## config.mk

```make
export PLATFORM = sky130hd
export DESIGN_NAME = sync_filter_edge
export DESIGN_NICKNAME = d
export VERILOG_FILES = /design/src/rtl/sync_pkg.sv /design/src/rtl/sync_filter_ch.sv /design/src/rtl/sync_filter_edge.sv
export SDC_FILE = /design/constraint.sdc
export NUM_CORES = 1
export LEC_CHECK = 0
export ABC_AREA = 1
export ABC_CLOCK_PERIOD_IN_PS = 1100
export BUFFER_PORTS_ARGS = -buffer_cell sky130_fd_sc_hd__buf_4
export CAP_MARGIN = 20
export CORE_MARGIN = 2
export CORE_UTILIZATION = 47
export DETAILED_ROUTE_END_ITERATION = 16
export PLACE_DENSITY = 0.65
export SKIP_CTS_REPAIR_TIMING = 1
export SYNTH_ARGS = -nofsm -noshare
export SYNTH_HDL_FRONTEND = slang
export SYNTH_SLANG_ARGS = --single-unit
export TNS_END_PERCENT = 30
```

## constraint.sdc

```tcl
create_clock -name clk -period 1.1 [get_ports clk]
set_input_delay 0.11 -clock clk [delete_from_list [all_inputs] [get_ports clk]]
set_output_delay 0.11 -clock clk [all_outputs]
set_load 0.02 [all_outputs]
```

## src/rtl/sync_pkg.sv

```systemverilog
// Shared constants and width helpers for the synchroniser/filter/edge-detect block.
package sync_pkg;

  localparam int   DEF_NUM_CH        = 4;
  localparam int   DEF_SYNC_STAGES   = 2;
  localparam int   DEF_FILTER_CYCLES = 4;
  localparam logic DEF_RESET_VAL     = 1'b0;

  // Ceiling log2 for elaboration-time sizing; clog2(1) = 0.
  function automatic int clog2(input int value);
    int r;
    r = 0;
    while ((1 << r) < value) r++;
    return r;
  endfunction

  // Stable-count width: holds 0..N-1, never narrower than one bit.
  function automatic int cnt_width(input int filter_cycles);
    int w;
    w = clog2(filter_cycles + 1);
    return (w < 1) ? 1 : w;
  endfunction

endpackage

```

## src/rtl/sync_filter_ch.sv

```systemverilog
// One channel: N-flop synchroniser, stable-count glitch filter, registered rise/fall pulses.
module sync_filter_ch
  import sync_pkg::*;
#(
  parameter int   SYNC_STAGES   = DEF_SYNC_STAGES,
  parameter int   FILTER_CYCLES = DEF_FILTER_CYCLES,
  parameter logic RESET_VAL     = DEF_RESET_VAL
) (
  input  logic clk,
  input  logic rst,
  input  logic din,
  output logic dout,
  output logic rise,
  output logic fall
);

  logic [SYNC_STAGES-1:0] sync_q;
  logic                   s;
  logic                   dout_q, dout_d;
  logic                   rise_q, rise_d;
  logic                   fall_q, fall_d;

  // Plain shift chain: nothing between stages so only sync_q[0] can go metastable.
  always_ff @(posedge clk or posedge rst) begin
    // NOTE: sequential state uses non-blocking assignments so every flop samples pre-edge values.
    if (rst) sync_q <= {SYNC_STAGES{RESET_VAL}};
    else     sync_q <= {sync_q[SYNC_STAGES-2:0], din};
  end

  assign s = sync_q[SYNC_STAGES-1];

  generate
    if (FILTER_CYCLES == 0) begin : g_bypass
      // Bypass: dout tracks the synchronised level one edge later, pulses on any change.
      always_comb begin
        dout_d = s;
        rise_d = s & ~dout_q;
        fall_d = ~s & dout_q;
      end
    end else begin : g_filter
      localparam int            CW       = cnt_width(FILTER_CYCLES);
      localparam logic [CW-1:0] CNT_LAST = CW'(FILTER_CYCLES - 1);

      logic [CW-1:0] cnt_q, cnt_d;

      // Qualifier: dout follows s only after FILTER_CYCLES consecutive mismatching edges.
      always_comb begin
        // NOTE: every output gets a default first so no path leaves one unassigned (no latch).
        dout_d = dout_q;
        cnt_d  = cnt_q;
        rise_d = 1'b0;
        fall_d = 1'b0;
        if (s == dout_q) begin
          cnt_d = '0;
        end else if (cnt_q == CNT_LAST) begin
          dout_d = s;
          cnt_d  = '0;
          rise_d = s;
          fall_d = ~s;
        end else begin
          cnt_d = cnt_q + CW'(1);
        end
      end

      // Mismatch counter; restarts from zero whenever s returns to dout.
      always_ff @(posedge clk or posedge rst) begin
        if (rst) cnt_q <= '0;
        else     cnt_q <= cnt_d;
      end
    end
  endgenerate

  // Registered level and edge pulses; reset truncates any pulse in flight.
  always_ff @(posedge clk or posedge rst) begin
    if (rst) begin
      dout_q <= RESET_VAL;
      rise_q <= 1'b0;
      fall_q <= 1'b0;
    end else begin
      dout_q <= dout_d;
      rise_q <= rise_d;
      fall_q <= fall_d;
    end
  end

  assign dout = dout_q;
  assign rise = rise_q;
  assign fall = fall_q;

endmodule

```

## src/rtl/sync_filter_edge.sv

```systemverilog
// Multi-channel input conditioner: independent sync/filter/edge channels, no shared state.
module sync_filter_edge
  import sync_pkg::*;
#(
  parameter int   NUM_CH        = DEF_NUM_CH,
  parameter int   SYNC_STAGES   = DEF_SYNC_STAGES,
  parameter int   FILTER_CYCLES = DEF_FILTER_CYCLES,
  parameter logic RESET_VAL     = DEF_RESET_VAL
) (
  input  logic              clk,
  input  logic              rst,
  input  logic [NUM_CH-1:0] din,
  output logic [NUM_CH-1:0] dout,
  output logic [NUM_CH-1:0] rise,
  output logic [NUM_CH-1:0] fall
);

  for (genvar i = 0; i < NUM_CH; i++) begin : g_ch
    sync_filter_ch #(
      .SYNC_STAGES  (SYNC_STAGES),
      .FILTER_CYCLES(FILTER_CYCLES),
      .RESET_VAL    (RESET_VAL)
    ) u_ch (
      .clk (clk),
      .rst (rst),
      .din (din[i]),
      .dout(dout[i]),
      .rise(rise[i]),
      .fall(fall[i])
    );
  end

endmodule
```

== Yosys cells after proc, flatten, opt, wreduce, memory -nomap -nowiden ==
Cells that the tools add are included.
Word-level totals
  bits in registers: 32
  bits of input ports: 6
  output and inout bits: 12
  word-level logic and storage cells: 68
Cells by class
  add/subtract/negate cells: 4
  equal/unequal tests: 8
  mux-type cells: 24
  bitwise operators: 8
  reductions and logical operators: 4
Operators with widths (count)
  2-to-1 mux 3 bit: 8
  2-to-1 mux 1 bit: 16
  adder 3 x 1 -> 3 bit, second input constant: 4
  == test 3 x 2 -> 1 bit, second input constant: 4
  inverter 1 bit: 8
  AND reduction 2 bit: 4
  == test 1 bit: 4

== Depth between registers and ports, before layout ==
  depth after elaboration: 3
  depth in mapped cells: 5

== Modules after synthesis ==
From an unflattened synthesis, not the netlist that was laid out.
Second synthesis, totals
  cell total of the unflattened synthesis: 120
  area total of the unflattened synthesis: 1186.1 µm²
Modules (own cells, without submodules)
  sync_filter_ch: times used 4, cells an instance 30, area an instance 296.5 µm², seq. area each 200.2 µm²

== Least setup slack after synthesis ==
No wires, ideal clock.
  path kind: register to register
  from: register g_ch[0].u_ch.g_filter.cnt_q[0]
  to: register g_ch[0].u_ch.dout_q
  arrival: 0.782 ns
  data required time: 0.974 ns
  slack: 0.192 ns
  stages on the path, launching flop included: 6
  buffers on the path: 0
  period minus slack after synthesis: 0.908 ns
  path through: dfrtp_1 > ha_1 > inv_1 > nor2_1 > nand2_1 > o21ai_0
On the way
  cells in the longest elaborated chain, start to end: 2
RTL lines
  start, declared: RTL line sync_filter_ch.sv:44  | logic [CW-1:0] cnt_q, cnt_d;
  start signal, assigned: RTL line sync_filter_ch.sv:68  | else cnt_q <= cnt_d;
  == test 3 x 2 -> 1 bit: RTL line sync_filter_ch.sv:55  | end else if (cnt_q == CNT_LAST) begin
  AND reduction 2 bit (no source line)
  end signal, assigned: RTL line sync_filter_ch.sv:80  | dout_q <= dout_d;
  end, declared: RTL line sync_filter_ch.sv:19  | logic dout_q, dout_d;
Every way passes these cells.
A chain may end at the register's enable or synchronous reset.

== Worst setup path in the final report ==
  from: register g_ch[1].u_ch.dout_q
  to: output dout[1]
RTL lines
  start, declared: RTL line sync_filter_ch.sv:19
  start signal, assigned: RTL line sync_filter_ch.sv:80
  end, declared: RTL line sync_filter_edge.sv:13  | output logic [NUM_CH-1:0] dout,
No word-level cell between the ends.

==> results.py <==
metrics = {
    "floorplanning": {
        "die_h_um": 55.2,
        "start_util": 0.496,
        "core_area_um2": 2480,
        "ios": 18,
        "die_area_um2": 3040,
        "die_x_um": 55.2,
        "row_count": 18,
    },
    "synth": {
        "synth_top_area_frac": 0.651,
        "syn-num-nets": 127,
        "netlist_instances": 117,
        "avgSynthCellArea_um2": 10.5,
        "ys_top_cells_by_area": "dfrtp_1, buf_4, nor2_1, nand2_1, inv_1",
        "synth.distinct_cells": 9,
        "yosys_warnings": 0,
        "seq_area_frac_synth": 0.651,
        "yosys.area.top_type": "dfrtp_1",
        "ys_ff_latch": 32,
        "synth_area_um2": 1230,
    },
    "run": {
        "drv_cap": 0,
    },
    "pwr": {
        "leakage_nw": 0.734,
        "p_per_area_nw_per_um2": 2110,
        "power_mw": 3.00,
        "vdd_drop_max_v": 0.00121,
    },
    "cts": {
        "cts.sinks": 32,
        "cts-root-buf": "clkbuf_4",
        "clk_latency_ns": 0.33,
        "clockBufferDepth": 2,
        "htreeDepth": 2,
        "cts_buffers": 5,
        "path_clk_slew_ns": 0.09,
        "cts_tree": "yes",
    },
    "critical_path": {
        "critPathKind": "flip-flop to output pin",
        "crit_path_end_kind": "output pin",
        "worstSetupStartpointType": "flip-flop",
        "critPathBufInv": 1,
        "max_stage_delay_ns": 0.43,
        "worstPathArrival_ns": 0.93,
        "slowest_stage": "dfrtp_1",
        "cp.required_ns": 0.99,
        "crit_family": "flip-flops",
        "path_cells": "buf_4",
        "r2r_setup_slack_ns": 0.10,
        "ff2ff_path_depth": 5,
        "r2r-end": "g_ch[1].u_ch.dout$_DFFE_PP0P_",
        "r2r_start": "g_ch[1].u_ch.g_filter.cnt_q[0]$_DFF_PP0_",
        "critPathMaxFanout": 3,
    },
    "finish": {
        "fin_util": 0.575,
        "n_antenna_cell": 0,
        "fillers": 221,
        "syn2layout_area_growth_pct": 15.8,
        "fin_nets": 145,
        "drive_above_1_share": 0.191,
        "finalInstanceArea_um2": 1420,
    },
    "hold_path": {
        "whs_path_depth": 0,
        "hold_path_class": "flip-flop to flip-flop",
        "worstHoldStart": "g_ch[0].u_ch.sync_q[0]$_DFF_PP0_",
        "min_to": "g_ch[0].u_ch.sync_q[1]$_DFF_PP0_",
    },
    "sta": {
        "fmax_mhz": 959,
        "setup_viol": 0,
        "min_period_ns": 1.04,
        "tns_ns": 0,
        "rsz0062_at_grt": "no",
        "report.final.slew_viol_count": 0,
        "skew_ns": 0.0141,
        "max_slew_margin": 0.743,
        "post-route-period-util": 0.948,
        "finalHoldViolations": 0,
        "worst_pin_slew_ns": 0.386,
    },
    "place": {
        "dp_hpwl_um": 1170,
        "placed_area_um2": 1310,
        "gp_congestion": 0.760,
        "portBuffers": 17,
    },
    "route": {
        "wl_um": 1710,
        "remaining_drc_errors": 0,
        "viasPerCell": 4.45,
        "drt_pass1_iterations": 4,
        "drt_iter0_drc": 6,
        "routedWlPerCell_um": 10.3,
        "postRouteAntennaNets": 0,
        "vias": 738,
    },
    "global_route": {
        "grt_usage": 0.143,
        "grt_pass1_vias": 703,
        "grt_max_degree": 33,
        "grt_pass1_wl_um": 2750,
        "antenna_found_initial": 0,
        "grt_overflow": 0,
    },
    "run_status": {
        "status": "complete, no violations",
    },
}
-- synth_stat cells (all sizes together) --
library cell / number
buf: 12
nor2: 20
xnor2: 4
inv: 18
nand2: 19
nor3: 4
dfrtp: 32
ha: 4
o21ai: 4
-- logic make-up after synthesis --
group / count (synthesis) / synth area share
xor+xnor: 4 / 0.0285
flops: 32 / 0.651
fa+ha+maj: 4 / 0.0407
simple gates: 43 / 0.135
buf+inv: 30 / 0.128
compound gates: 4 / 0.0163
-- final cells by class --
| class | count | area [µm²] | area share |
|---|---|---|---|
| inverter | 18 | 67.6 | 0.0475 |
| tap | 30 | 37.5 | 0.0264 |
| clock buffer | 8 | 58.8 | 0.0413 |
| timing repair buffer | 23 | 185 | 0.130 |
| multi-input combinational | 55 | 274 | 0.192 |
| sequential | 32 | 801 | 0.562 |
-- cells in the final DEF (no fill, tap or decap) --
master and instances:
dfrtp_1 32, nand2_1 19, nor2_1 19, buf_4 18, inv_1 17, clkbuf_4 5
dlygate4sd3_1 5, xnor2_1 4, nor3_1 4, o21ai_0 4, ha_1 4, clkbuf_1 2
inv_2 1, nor2_2 1, clkbuf_8 1
-- power breakdown --
group / switching, mW / internal [mW] / leakage, nW
sequential: 0.130 / 1.39 / 0.414
clock: 0.358 / 0.315 / 0.0326
combinational: 0.474 / 0.339 / 0.288
total: 0.961 / 2.04 / 0.734
-- worst max-delay path by stage --
stage / start / end / slack (ns) / cells past startpoint
floorplan: g_ch[0].u_ch.g_filter.cnt_q[0]$_DFF_PP0_ / g_ch[0].u_ch.dout$_DFFE_PP0P_ / 0.19 / 5
global placement: g_ch[1].u_ch.g_filter.cnt_q[0]$_DFF_PP0_ / g_ch[1].u_ch.dout$_DFFE_PP0P_ / 0.15 / 5
detailed placement: g_ch[1].u_ch.g_filter.cnt_q[0]$_DFF_PP0_ / g_ch[1].u_ch.dout$_DFFE_PP0P_ / 0.1 / 5
CTS: g_ch[1].u_ch.dout$_DFFE_PP0P_ / dout[1] / 0.04 / 1
global route: g_ch[0].u_ch.dout$_DFFE_PP0P_ / dout[0] / 0.02 / 1
finish: g_ch[1].u_ch.dout$_DFFE_PP0P_ / dout[1] / 0.06 / 1
-- registers in the layout, summed over array words and instances, names as in the netlist --
signal                    count
g_ch.u_ch.sync_q              8
g_ch.u_ch.dout                4
g_ch.u_ch.rise                4
g_ch.u_ch.fall                4
g_ch.u_ch.g_filter.cnt_q     12
-- metal layers --
layer	part of all wire	up-vias	GRT usage	routed length (µm)
met1	0.40	344	0.147	691
li1	-	373	-	-
met5	0	-	0	0
met2	0.51	14	0.224	876
met3	0.047	7	0.0565	81
met4	0.035	0	0.122	59
-- through the flow --
stage               hold WS, ns  setup slack (ns)  std cells
floorplan                 0.141             0.192        117
global placement          0.214             0.148        153
detailed placement        0.221            0.0958        153
CTS                      -0.151            0.0413        161
global route              0.366            0.0166        166
finish                    0.352            0.0575        166
No activity file was read; power rests on OpenSTA's default activity.
